## src/rtl/jogo_pkg.sv

```systemverilog
// Shared definitions for the sequence-memory game core: state codes,
// LFSR tap mask and constant helpers used to size registers.
package jogo_pkg;

    typedef enum logic [3:0] {
        INICIAL  = 4'h0,
        PREPARA  = 4'h1,
        MOSTRA   = 4'h2,
        APAGADO  = 4'h3,
        ESPERA   = 4'h4,
        REGISTRA = 4'h5,
        COMPARA  = 4'h6,
        NOVA     = 4'h7,
        GANHOU   = 4'hD,
        PERDEU   = 4'hE
    } estado_t;

    // Fibonacci taps 8,6,5,4 expressed as bit positions 7,5,4,3
    localparam logic [7:0] LFSR_TAPS = 8'b1011_1000;

    function automatic int unsigned clog2(input int unsigned v);
        int unsigned r;
        r = 0;
        for (int unsigned i = 0; i < 32; i++)
            if ((64'd1 << i) < 64'(v)) r = i + 1;
        return r;
    endfunction

    function automatic int unsigned max3(input int unsigned a, input int unsigned b,
                                         input int unsigned c);
        int unsigned m;
        m = (a > b) ? a : b;
        return (m > c) ? m : c;
    endfunction

endpackage

```

## src/rtl/contador_m.sv

```systemverilog
// Modulo-M up counter with synchronous clear; holds at M-1 and flags it.
module contador_m
    import jogo_pkg::*;
#(
    parameter int unsigned M = 16,
    localparam int unsigned W = (M > 1) ? clog2(M) : 1
) (
    input  logic         clock,
    input  logic         zera,
    input  logic         conta,
    output logic [W-1:0] valor,
    output logic         fim
);

    assign fim = (valor == W'(M - 1));

    always_ff @(posedge clock) begin
        if (zera)
            valor <= '0;
        else if (conta && !fim)
            valor <= valor + W'(1);
    end

endmodule

```

## src/rtl/jogo_sequencia_param.sv

```systemverilog
// Sequence-memory game core: grows a move sequence each round, replays it
// on the LEDs and checks the player's repetition against it.
module jogo_sequencia_param
    import jogo_pkg::*;
#(
    parameter int unsigned N_BOTOES    = 4,
    parameter int unsigned MAX_RODADAS = 16,
    parameter int unsigned T_LED       = 1000,
    parameter int unsigned T_APAGADO   = 250,
    parameter int unsigned T_TIMEOUT   = 5000,
    parameter logic [7:0]  SEMENTE     = 8'hA5
) (
    input  logic                clock,
    input  logic                reset,
    input  logic                jogar,
    input  logic                modo,
    input  logic [N_BOTOES-1:0] botoes,
    output logic [N_BOTOES-1:0] leds,
    output logic                pronto,
    output logic                ganhou,
    output logic                perdeu,
    output logic                db_timeout,
    output logic [3:0]          db_estado,
    output logic [3:0]          db_rodada,
    output logic [3:0]          db_jogada
);

    localparam int unsigned WB  = clog2(N_BOTOES);
    localparam int unsigned WR  = clog2(MAX_RODADAS);
    localparam int unsigned M_T = max3(T_LED, T_APAGADO, T_TIMEOUT);
    localparam int unsigned WC  = (M_T > 1) ? clog2(M_T) : 1;

    estado_t             estado;
    logic [WR-1:0]       rodada, idx;
    logic [WB-1:0]       jogada_r;
    logic                modo_r, timeout_r;
    logic [7:0]          lfsr;
    logic [N_BOTOES-1:0] botoes_q;
    logic                botoes_qq;
    logic                jogada, multi;
    logic [WB-1:0]       botao_idx, v_lfsr;
    logic [WB-1:0]       mem [MAX_RODADAS];
    logic [WC-1:0]       valor, lim;
    logic                fim, temporizado, fim_estado, zera;

    function automatic logic [WR-1:0] sat_inc(input logic [WR-1:0] x);
        return (x == WR'(MAX_RODADAS - 1)) ? x : x + WR'(1);
    endfunction

    always_ff @(posedge clock) begin
        if (reset) begin
            lfsr      <= SEMENTE;
            botoes_q  <= '0;
            botoes_qq <= 1'b0;
        end else begin
            lfsr      <= {lfsr[6:0], ^(lfsr & LFSR_TAPS)};
            botoes_q  <= botoes;
            botoes_qq <= |botoes_q;
        end
    end

    assign jogada = (|botoes_q) & ~botoes_qq;
    assign multi  = |(botoes_q & (botoes_q - N_BOTOES'(1)));

    always_comb begin
        botao_idx = '0;
        for (int unsigned i = 0; i < N_BOTOES; i++)
            if (botoes_q[i]) botao_idx = WB'(i);
        v_lfsr = lfsr[WB-1:0];
        if (32'(v_lfsr) >= N_BOTOES) v_lfsr = v_lfsr - WB'(N_BOTOES);
    end

    // One timer serves all timed states; it is cleared whenever the current
    // interval ends or the FSM sits in an untimed state, so every entry starts at 0.
    always_comb begin
        case (estado)
            MOSTRA:  lim = WC'(T_LED - 1);
            APAGADO: lim = WC'(T_APAGADO - 1);
            default: lim = WC'(T_TIMEOUT - 1);
        endcase
        temporizado = (estado == MOSTRA) || (estado == APAGADO) || (estado == ESPERA);
        fim_estado  = (temporizado && (valor == lim)) || fim;
        zera        = reset || !temporizado || fim_estado;
    end

    contador_m #(.M(M_T)) u_timer (
        .clock (clock),
        .zera  (zera),
        .conta (temporizado),
        .valor (valor),
        .fim   (fim)
    );

    always_ff @(posedge clock) begin
        if (reset) begin
            estado    <= INICIAL;
            rodada    <= '0;
            idx       <= '0;
            jogada_r  <= '0;
            modo_r    <= 1'b0;
            timeout_r <= 1'b0;
        end else begin
            case (estado)
                INICIAL, GANHOU, PERDEU: if (jogar) begin
                    estado    <= PREPARA;
                    rodada    <= '0;
                    idx       <= '0;
                    jogada_r  <= '0;
                    timeout_r <= 1'b0;
                    modo_r    <= modo;
                    mem[0]    <= v_lfsr;
                end
                PREPARA: estado <= MOSTRA;
                MOSTRA:  if (fim_estado) estado <= APAGADO;
                APAGADO: if (fim_estado) begin
                    if (idx == rodada) begin
                        estado <= ESPERA;
                        idx    <= '0;
                    end else begin
                        estado <= MOSTRA;
                        idx    <= sat_inc(idx);
                    end
                end
                ESPERA: begin
                    if (jogada) begin
                        if (multi) estado <= PERDEU;
                        else begin
                            jogada_r <= botao_idx;
                            estado   <= REGISTRA;
                        end
                    end else if (fim_estado) begin
                        estado    <= PERDEU;
                        timeout_r <= 1'b1;
                    end
                end
                REGISTRA: estado <= COMPARA;
                COMPARA: begin
                    if (jogada_r != mem[idx]) estado <= PERDEU;
                    else if (idx != rodada) begin
                        idx    <= sat_inc(idx);
                        estado <= ESPERA;
                    end else if (rodada == WR'(MAX_RODADAS - 1)) estado <= GANHOU;
                    else estado <= NOVA;
                end
                NOVA: begin
                    if (!modo_r) begin
                        mem[sat_inc(rodada)] <= v_lfsr;
                        rodada <= sat_inc(rodada);
                        idx    <= '0;
                        estado <= MOSTRA;
                    end else if (jogada) begin
                        if (multi) estado <= PERDEU;
                        else begin
                            mem[sat_inc(rodada)] <= botao_idx;
                            jogada_r <= botao_idx;
                            rodada   <= sat_inc(rodada);
                            idx      <= '0;
                            estado   <= MOSTRA;
                        end
                    end
                end
                default: estado <= INICIAL;
            endcase
        end
    end

    assign leds       = botoes | ((estado == MOSTRA) ? (N_BOTOES'(1) << mem[idx]) : '0);
    assign pronto     = (estado == GANHOU) || (estado == PERDEU);
    assign ganhou     = (estado == GANHOU);
    assign perdeu     = (estado == PERDEU);
    assign db_timeout = timeout_r;
    assign db_estado  = estado;
    assign db_rodada  = 4'(rodada);
    assign db_jogada  = 4'(jogada_r);

endmodule

```

## config.mk

```make
export PLATFORM = sky130hd
export DESIGN_NAME = jogo_sequencia_param
export DESIGN_NICKNAME = d
export VERILOG_FILES = /design/src/rtl/jogo_pkg.sv /design/src/rtl/contador_m.sv /design/src/rtl/jogo_sequencia_param.sv
export SDC_FILE = /design/constraint.sdc
export NUM_CORES = 1
export LEC_CHECK = 0
export ABC_AREA = 1
export BUFFER_PORTS_ARGS = -buffer_cell sky130_fd_sc_hd__buf_2
export CORE_MARGIN = 2
export CORE_UTILIZATION = 35
export CTS_CLUSTER_DIAMETER = 40
export DETAILED_ROUTE_END_ITERATION = 8
export GPL_ROUTABILITY_DRIVEN = 1
export HOLD_SLACK_MARGIN = 0.15
export MAX_ROUTING_LAYER = met4
export SYNTH_ARGS = -nofsm -noshare
export SYNTH_HDL_FRONTEND = slang
export SYNTH_HIERARCHICAL = 1
export SYNTH_SLANG_ARGS = --single-unit
```

## constraint.sdc

```tcl
create_clock -name clock -period 4.1 [get_ports clock]
set_input_delay 0.41 -clock clock [delete_from_list [all_inputs] [get_ports clock]]
set_output_delay 0.41 -clock clock [all_outputs]
set_load 0.01 [all_outputs]
```

Yosys cells after proc, flatten, opt, wreduce, memory -nomap -nowiden
Memories as Yosys holds them, arrays and structs flattened. A register that Yosys moved wholly into a read port is not among the register bits. Index checks and enable logic that the tools add are counted.

Flip-flop bits (word level): 42. Latch bits: 0. RAM bits: 32. ROM bits: 0. Bits of input ports: 8. Output and inout port bits: 20. Word-level logic and storage cells: 137. Memories kept: 1.

Memories: mem (words 16, bits a word 2, read ports 1, clocked after memory_dff 1, write ports 1, RTL line jogo_sequencia_param.sv:42) `logic [WB-1:0] mem [MAX_RODADAS];`.

Add/sub/neg operators: 4. Multiply operators: 0. Divide/modulo/power cells: 0. Order comparisons: 0. Equality and inequality tests: 27. Shift operators: 1. Muxes and demuxes: 63. Bitwise operators: 5. Reduce and logical (&&, ||, !) cells: 26.

Operators by type and width (number): $mux W4 (29); $pmux W4 S8 (1); $pmux W13 S2 (1); $mux W1 (19); $eq A4 B3 Y1 const B (4); $eq A4 B4 Y1 const B (4); $mux W2 (8); $ne A2 B2 Y1 const B (8); $pmux W4 S4 (1); $add A13 B1 Y13 const B (1); $eq A13 B13 Y1 (1); $eq A13 B13 Y1 const B (1); $ne A3 B3 Y1 const B (3); $add A4 B1 Y4 const B (2); $eq A4 B2 Y1 const B (2); $pmux W4 S2 (1); $reduce_and A4 Y1 (2); $reduce_or A4 Y1 (2); $reduce_xor A8 Y1 (1); $reduce_and A7 Y1 (1); $logic_or A1 B1 Y1 (6); $pmux W2 S3 (1); $reduce_and A5 Y1 (1); $and A4 B4 Y4 (1); 22 further kinds (25).

Longest topological paths before layout
Gate-level depths: netlist (run 1).

Depth in word-level cells: 12. Depth in mapped cells: 17. Gate-level depth less buffers: 15.

Modules after synthesis
The synthesis (run 1) kept the hierarchy.

Modules (own cells, without submodules): jogo_sequencia_param (times used 1, cells an instance 454, area each 3558.4 µm²); contador_m (times used 1, cells an instance 128, area each 840.8 µm²).

Worst setup path after synthesis (run 1)
No wires, ideal clock.

Kind: reg2reg. From: register estado[1] (netlist: db_estado[1]). To: memory mem[0][1] (netlist name) (data pin). Arrival time: 1.718 ns. Path slack: 2.052 ns. Stages on the path, launching flop included: 7. Path buffers: 0. Clock period less this slack: 2.048 ns. Cell sequence: dfxtp_1 nand2_1 inv_2 nand2_4 nor2_4 nand3_2 o21ai_0.

Longest elaborated chain between the ends: 7. Elaborated cells on any way between the ends: 11.

RTL lines: start, declared (RTL line jogo_sequencia_param.sv:33) `estado_t estado;`; start signal, assigned (RTL line jogo_sequencia_param.sv:96) `estado <= INICIAL;`; start signal, assigned (RTL line jogo_sequencia_param.sv:105) `estado <= PREPARA;`; start signal, assigned (RTL line jogo_sequencia_param.sv:113) `PREPARA: estado <= MOSTRA;`; $eq A4 B3 Y1 (*) (RTL line jogo_sequencia_param.sv:103) `case (estado)`; $mux W1 (2 in a row); $mux W1, on equally long branches; $or A1 B1 Y1 (no line); $reduce_or A2 Y1 (no line); $mux W2 (no line) (*); end, declared (RTL line jogo_sequencia_param.sv:42).

Every way passes the cells marked *; elsewhere a longest branch is shown, timed or not.

==> metrics.txt, run 1 <==
critical path endpoint category primary output; total negative slack 0 ps; CTS tree yes; largest cells by area after synthesis edfxtp_1 22%, dfxtp_1 21%, nand2_1 14%; critical path arrival approximately 2200 ps; final setup vio count 0; clock root cell clkbuf_16; cell area after synthesis approximately 4400 sq um; Worst Skew 4.921 ps; Synth area leader edfxtp_1; Die Width between 100 and 150 um; most frequent cells in the layout 160 x nand2_1, 74 x inv_1, 64 x nor2_1, 46 x dfxtp_1, 45 x nand3_1; DP Area between 4000 and 5000 sq um; slew margin rel. between 20% and 30%; sequential element share of the synthesized area between 40% and 50%; max_cap viols 0; CORE AREA roughly 12000 sq um; Max rail drop VDD between 150 and 200 uV; GRT Util Overall between 10% and 20%; post-synthesis cell count just under 600; Post-Place Cells roughly 760; IO buf count 25; top_reg_cell synth dfxtp_1; Final Max Tran Viols 0; Design Area, Final roughly 4900 sq um; Rows 40; area of the multi-input gates 2096 sq um; CP max stage delay about 730 ps; share of cells above drive strength 1 15.88%; final hold violations 0; DR pass1 iterations 4; total CTS buffers 9; die area 13480 sq um; #FFs+latches synth just under 80; Total Power 0.002262 W; detailed placement HPWL 7260 um; drt drc 0; CP Cell Sequence inv_4 -> nand2_1 -> nand2_1 -> nand2_1 -> nand3_1 -> nand3_1 -> nand3_1 -> o21ai_0 -> buf_2; fillers approximately 1300; post-synthesis area per instance around 7.6 sq um; RSZ-0062 raised after global routing false; final worst path period share a little under two thirds; Crit-path slowest cell dfxtp_1; asr flop ratio synth 0%; Yosys cell types 44; Clk Latency, worst-skew pair 340 ps; final cell count without fillers a little under 800; die height roughly 120 um; Final nets just over 600; wirelength, routed 9665 um; worst hold path type in -> reg; antenna cells 0; yosys warns 6; clock tree sinks 78; Worst Max-Slew Pin Slew between 1000 and 1500 ps; global route total overflow 0; Clk pin slew, worst setup/hold paths 60 ps; status complete, no violations; setup slack after layout approximately 1500 ps; clk buf depth 2; num ports 28; FF+latch area 1882 sq um; area growth from synthesis to layout 11.95%; post-CTS resize count 0; first-pass GRT wire length 16230 um; commonest non-fill, non-tap cell in the layout nand2_1; post-CTS setup buffers 0; leak pwr approximately 2.1 nW; initial antenna violation count 0; Iter 0 DRT Violations between 200 and 250; PD cells between 400 and 500 nW/um^2; number of global-route vias before repair roughly 3500; crit path max fanout 17; Vias about 3600; Initial Util around 36%; post-synth top area share 21.84%; Critical Path Start Type flip-flop; GP Congestion around 0.87; CTS Hold Bufs 0; Worst Path Required between 3000 and 4000 ps; Place WS ~1400 ps; Vias/cell approximately 4.6; wire per inst 12.41 um; Post-synth EDFFs 32; H-tree Lvls 3; maximum clock frequency between 300 and 400 MHz; post-route ant nets 0; kind of critical path reg -> out; Tmin final 2620 ps; largest net degree at the start of global routing 33
-- cells in the mapped netlist, types with 5 or more instances --
cell,number
a21oi_1,29
a21oi_2,5
dfxtp_1,46
edfxtp_1,32
inv_1,74
inv_2,7
nand2_1,160
nand2_2,6
nand2_4,8
nand3_1,45
nand3_2,8
nand4_1,9
nor2_1,64
nor2_2,7
nor2_4,6
nor3_1,5
o21ai_0,19
xor2_1,9
-- flip-flops by register name (all words and copies together), names as in the netlist, named ones only --
signal	flops
botoes_q	4
botoes_qq	1
db_estado	4
db_rodada	4
db_timeout	1
idx	4
jogada_r	2
lfsr	8
mem	32
modo_r	1
u_timer/valor	13
-- through the flow --
| stage | utilization (%) | hold slack (ps) |
|---|---|---|
| floorplan | - | 388.3 |
| global placement | 38.14 | 393.3 |
| detailed placement | 38.14 | 393.9 |
| CTS | 40.49 | 287.0 |
| global route | 40.49 | 303.4 |
| finish | 40.49 | 296.8 |
-- cells by family (layout without fill, tap and decap cells) --
group,Yosys count,in the layout,synth area share [%]
flip-flops,78,78,42.78
multiplexers,1,1,0.2275
other,1,2,0.08524
XOR/XNOR,11,11,2.190
adder cells (fa/ha/maj),3,3,0.8533
buffers and inverters,97,125,9.670
AO/OA/AOI/OAI,61,61,8.135
AND/OR/NAND/NOR,330,330,36.06
-- critical path: cells and delay by family, from the launching register on --
| family | cells | cell delay [ps] |
|---|---|---|
| flops | 1 | 730 |
| compound gates | 1 | 170 |
| simple gates | 6 | 620 |
| buf+inv | 2 | 360 |
-- final cells by class --
cell class / instances / area share (%)
inverters: 84 / 6.606
clock buffers: 12 / 5.234
repair buffers: 25 / 2.541
multi-input cells: 408 / 42.56
clock inverters: 4 / 0.5843
flip-flops and latches: 78 / 38.21
well taps: 168 / 4.268
-- report_power, final --
| group | switching, W | total [W] | internal [W] |
|---|---|---|---|
| clock network | 0.000318 | 0.000766 | 0.000448 |
| logic | 0.000412 | 0.000601 | 0.000189 |
| registers | 0.0000364 | 0.000895 | 0.000858 |
| total | 0.000766 | 0.00226 | 0.00150 |
-- final timing paths --
check / startpoint / to / slack [ps] / cells past startpoint
max: flip-flop / leds[2] / 1480 / 9
min: botoes[1] / botoes_q[1] / 300 / 3
min reg2reg: lfsr[6] / lfsr[7] / 410 / 1
max reg2reg: db_rodada[0] / mem[15][0] / 1700 / 9
-- metal layers --
layer	GRT usage, %	vias up	share of wire, %
met2	27.25	46	49
met4	5.238	0	1.4
met3	3.581	14	2.8
li1	-	1903	-
met5	-	-	0
met1	18.67	1621	46
(Power assumes the default switching activity.)
==> run 2, diff against run 1 <==
==> constraint.sdc (replaced) <==
create_clock -name clock -period 2.3 [get_ports clock]
set_input_delay 0.23 -clock clock [delete_from_list [all_inputs] [get_ports clock]]
set_output_delay 0.23 -clock clock [all_outputs]
set_load 0.01 [all_outputs]
==> run 2 against run 1 <==
Against the previous run:
- sequential share of layout area is 1.8 points lower
- via count is 3.7% higher
- combinational power grew 95%
- cell count increased by 3.9%
- largest cell class unchanged
==> metrics.txt, run 2 (synthesis gave the netlist of run 1 again) <==
status complete, no violations; final setup vio count 0; GRT Util Overall ~17%; WL met3 around 300 um; CP Cell Sequence nor2_1 -> nand2_1 -> nand2_1 -> nand2_1 -> inv_1 -> nand3_2 -> buf_4 -> nand2_2 -> nand2_1 -> inv_1 -> nand2_1 -> nor2_1; Tmin final roughly 2100 ps; Vias/cell between 4 and 5; CTS tree yes; internal power roughly 0.0027 W; die area about 13000 sq um; Critical Path Start Type flip-flop; Die Width ~120 um; clk buf depth 2; H-tree Lvls 3; Net Sw Frac 33.72%; slew margin rel. 53.79%; clock tree sinks ~80; setup slack after layout 189.8 ps; critical path endpoint category flip-flop; wire per inst ~13 um; Vias 3718; Max rail drop VDD a little under 400 uV; final hold violations 0; Layout Utilization a little over two fifths; maximum clock frequency about 470 MHz; Crit-path slowest cell dfxtp_1; critical path arrival approximately 2200 ps; Final Max Tran Viols 0; clock root cell clkbuf_16; most frequent CP cell nand2_1; total CTS buffers 9; first-pass GRT wire length 17080 um; initial antenna violation count 0; most frequent cells in the layout 160 x nand2_1, 74 x inv_1, 64 x nor2_1, 45 x nand3_1, 45 x dfxtp_1; detailed placement HPWL about 7700 um; met2 wire length ~4900 um; number of global-route vias before repair ~3700; RSZ-0062 raised after global routing false; CORE AREA around 12000 sq um; fillers 1249; Worst Max-Slew Pin Slew approximately 690 ps; worst hold path type in -> reg; Clk Latency, worst-skew pair roughly 340 ps; Flop pwr share 38.4%; Worst Skew around 7.1 ps; Clock power frac between 30% and 40%; Largest register FFs 32; Worst Path Required between 2000 and 2500 ps; die height 116.1 um; final worst path period share 91.75%; Rows 40; antenna cells 0; Initial Util between 30% and 40%; largest register by flop count mem; DRT met1 WL roughly 4700 um; logic gate share of total power between 20 and 30%; crit path max fanout 6; max_cap viols 0; drt drc 0; wirelength, routed just over 10000 um; num ports 28; Iter 0 DRT Violations 260; largest net degree at the start of global routing 32; Final nets 647; GP Congestion 0.8771; leading registers by flop count mem x32, u_timer/valor x13, lfsr x8; Place WS roughly 54 ps; commonest non-fill, non-tap cell in the layout nand2_1; DR pass1 iterations 4; total negative slack 0 ps; PD cells between 700 and 800 nW/um^2; kind of critical path reg -> reg; Clk pin slew, worst setup/hold paths around 60 ps; share of cells above drive strength 1 approximately a fifth; leak pwr roughly 2.3 nW; global route total overflow 0; post-route ant nets 0; Psw about 0.0014 W; area growth from synthesis to layout 17.75%; IO buf count 25; uppermost layer routed met4; CP max stage delay about 320 ps
==> run 2: worst paths after layout <==
path	from	endpoint	slack [ps]	cells after the start
hold reg to reg	lfsr[6]	lfsr[7]	410	1
setup / recovery	botoes_q[2]	mem[3][0]	190	12
setup reg to reg	botoes_q[2]	mem[3][0]	190	12
hold / removal	modo	modo_r	200	3
==> run 2: worst max-delay path: cells and delay by family (launching register included) <==
kind,cells,cell delay [ps]
and+or+nand+nor,9,1150
buffers and inverters,3,330
DFF,1,320
==> run 2: what timing repair did <==
action,CTS,global route
cloned,0,0
hold buffers,4,0
setup endpoints to repair,4,29
pin swaps,0,0
resized for setup,1,3
endpoints found under the hold margin,4,0
setup buffers,0,0
==> run 2: layout make-up <==
| cell class | count | area, sq um | area share, % |
|---|---|---|---|
| Clock inverter | 6 | 42.54 | 0.8213 |
| Tap cell | 168 | 210.2 | 4.058 |
| Sequential cell | 78 | 1886 | 36.40 |
| Clock buffer | 10 | 250.2 | 4.831 |
| Multi-Input combinational cell | 408 | 2106 | 40.65 |
| Timing Repair Buffer | 55 | 360.3 | 6.957 |
| Inverter | 84 | 325.3 | 6.280 |
==> run 2: power groups by stage <==
stage                     clock (W)  sequential, W  combinational, W
after floorplan                   0        0.00163          0.000852
after CTS                   0.00140        0.00158           0.00117
after global routing        0.00145        0.00158           0.00130
after global placement            0        0.00161           0.00115
after detailed placement          0        0.00161           0.00116
final                       0.00136        0.00158           0.00117
==> run 2: metal layers <==
layer  GRT usage [%]  vias to the layer above
met1           20.07                     1693
met4           6.667                        0
met2           27.99                       45
li1                -                     1963
met5               -                        -
met3           3.425                       17
==> run 2: stage by stage <==
| stage | area, sq um | hold slack [ps] | instances | power [W] |
|---|---|---|---|---|
| 2_1_floorplan | 4403 | 336.5 | 583 | 0.002481 |
| 3_3_place_gp | 4833 | 393.2 | 789 | 0.002753 |
| 3_5_place_dp | 4833 | 396.9 | 789 | 0.002768 |
| 4_1_cts | 5167 | 185.7 | 809 | 0.004151 |
| 5_1_grt | 5180 | 209.6 | 809 | 0.004329 |
| 6_report | 5180 | 200.7 | 809 | 0.004108 |
==> run 3, diff against run 2 <==
--- a/config.mk
+++ b/config.mk
@@ -9,6 +9,7 @@
 export BUFFER_PORTS_ARGS = -buffer_cell sky130_fd_sc_hd__buf_2
 export CORE_MARGIN = 2
 export CORE_UTILIZATION = 35
+export CTS_BUF_LIST = sky130_fd_sc_hd__clkbuf_8 sky130_fd_sc_hd__clkbuf_16
 export CTS_CLUSTER_DIAMETER = 40
 export DETAILED_ROUTE_END_ITERATION = 8
 export GPL_ROUTABILITY_DRIVEN = 1
==> constraint.sdc (replaced) <==
create_clock -name clock -period 1.75 [get_ports clock]
set_input_delay 0.175 -clock clock [delete_from_list [all_inputs] [get_ports clock]]
set_output_delay 0.175 -clock clock [all_outputs]
set_load 0.01 [all_outputs]
==> run 3 against run 2 <==
Against the previous run:
- the flow now finishes with violations (negative setup slack)
- register-to-register slack got worse by 380 ps
- design area rose by 25%
- combinational power rose by 85%
- cell count rose by 8.2%
- largest cell class unchanged
==> metrics.txt, run 3 (synthesis gave the netlist of run 1 again) <==
CORE AREA about 12000 sq um; Clk pin slew, worst setup/hold paths ~70 ps; status finished, violations left; final setup vio count between 40 and 50; die height roughly 120 um; Tmin final 1977 ps; Vias/cell 4.795; critical path arrival approximately 1800 ps; Die Width between 100 and 150 um; internal power 0.003890 W; CP max stage delay between 300 and 400 ps; clock tree sinks about 80; Initial Util between 30% and 40%; largest register by flop count mem; die area 13480 sq um; crit path max fanout 5; largest net degree at the start of global routing 32; leading registers by flop count mem x32, u_timer/valor x13, lfsr x8; RSZ-0062 raised after global routing true; Vias ~4200; IO buf count 25; setup slack after layout -227.1 ps; DR pass1 iterations 5; total CTS buffers 9; global route total overflow 0; Largest register FFs 32; Flop pwr share a little over a third; DP Area 5206 sq um; Worst Skew approximately 8.4 ps; antenna cells 0; Clock power frac 29.1%; worst hold path type in -> reg; CTS tree yes; Crit-path slowest cell dfxtp_4; clk buf depth 2; share of cells above drive strength 1 a little under half; max_cap viols 0; number of global-route vias before repair a little over 4000; Rows 40; wirelength, routed roughly 12000 um; most frequent cells in the layout 120 x nand2_1, 73 x buf_4, 66 x inv_1, 41 x nor2_1, 32 x edfxtp_1; first-pass GRT wire length 18950 um; kind of critical path reg -> out; Design Area, Final 6496 sq um; GRT Util Overall ~18%; H-tree Lvls 3; initial antenna violation count 0; Place WS -181.8 ps; CP Cell Sequence buf_6 -> buf_6 -> nand2_1 -> nand3_2 -> nand3_2 -> nand3_4 -> buf_6 -> nand3_4 -> o21ai_2 -> buf_2; Clk Latency, worst-skew pair approximately 340 ps; PD cells approximately 930 nW/um^2; fillers 1062; post-route ant nets 0; Final Max Tran Viols 0; maximum clock frequency 505.8 MHz; GP Congestion 0.8753; Critical Path Start Type flip-flop; num ports 28; Worst Hold Margin between 150 and 200 ps; final hold violations 0; area growth from synthesis to layout 47.67%; leak pwr ~2.8 nW; failing checks negative setup slack; most frequent CP cell buf_6; Psw 0.002152 W; logic gate share of total power 35.8%; Max rail drop VDD roughly 560 uV; Worst Path Required ~1600 ps; commonest non-fill, non-tap cell in the layout nand2_1; Final nets approximately 700; Net Sw Frac 35.61%; critical path endpoint category primary output; final worst path period share 113.0%; drt drc 0; wire per inst 13.80 um; clock root cell clkbuf_16; Iter 0 DRT Violations 248; detailed placement HPWL around 8100 um
[run 3: cell count changes in the layout (fill, tap and decap cells not counted), sizes merged]
cell,before,now
clkbuf,10,9
buf,51,115
clkinv,5,6
inv,85,86
dlygate4sd3,4,5
[run 3: path summary, 6_finish.rpt]
kind	from	end	slack, ps	depth (start not counted)
max	flip-flop	leds[2]	-230	10
min	jogar	modo_r	180	3
max reg2reg	flip-flop	flip-flop	-190	15
min reg2reg	lfsr[2]	lfsr[3]	410	2
[run 3: power groups by stage]
stage          sequential [W]  clock, W  combinational [W]
2_1_floorplan         0.00215         0            0.00113
3_3_place_gp          0.00213         0            0.00169
3_5_place_dp          0.00213         0            0.00172
4_1_cts               0.00210   0.00179            0.00194
5_1_grt               0.00213   0.00187            0.00233
6_report              0.00212   0.00176            0.00216
[run 3: worst max-delay path, delay by kind of cell, from the launching register on]
family                 cells  cell delay (ps)
buffers and inverters      4              480
DFF                        1              380
AOI/OAI and AO/OA          1              140
and+or+nand+nor            5              460
[run 3: timing repair]
item,4_1_cts,5_1_grt
setup endpoints to repair,59,67
pin swaps,41,38
gates cloned,1,0
resized for setup,116,89
hold endpoints to repair,5,0
hold buffers,5,0
setup buffers,11,19
[run 3: layout make-up]
| type | count | area (sq um) | share of cell area, % |
|---|---|---|---|
| tap | 168 | 210.2 | 3.236 |
| inverter | 84 | 347.8 | 5.354 |
| timing repair inverter | 1 | 8.758 | 0.1348 |
| clock buffer | 9 | 225.2 | 3.467 |
| multi-input combinational | 408 | 2799 | 43.09 |
| timing repair buffer | 120 | 940.9 | 14.48 |
| clock inverter | 7 | 51.30 | 0.7897 |
| sequential | 78 | 1913 | 29.45 |
[run 3: per-stage QoR]
| stage | cells | power [W] | utilization [%] | setup TNS, ps |
|---|---|---|---|---|
| 2_1_floorplan | 583 | 0.003283 | - | -78.82 |
| 3_3_place_gp | 826 | 0.003825 | 42.81 | -1707 |
| 3_5_place_dp | 826 | 0.003854 | 42.81 | -4610 |
| 4_1_cts | 857 | 0.005824 | 49.25 | -1512 |
| 5_1_grt | 875 | 0.006332 | 53.42 | -7275 |
| 6_report | 875 | 0.006042 | 53.42 | -3156 |
[run 3: routing by layer]
metal  GRT usage, %  up-vias  share of wire, %
met5              -        -                 0
met4          8.492        0               3.1
met3          3.321       33               2.9
met2          32.59       87                54
met1          20.35     1971                40
li1               -     2105                 -
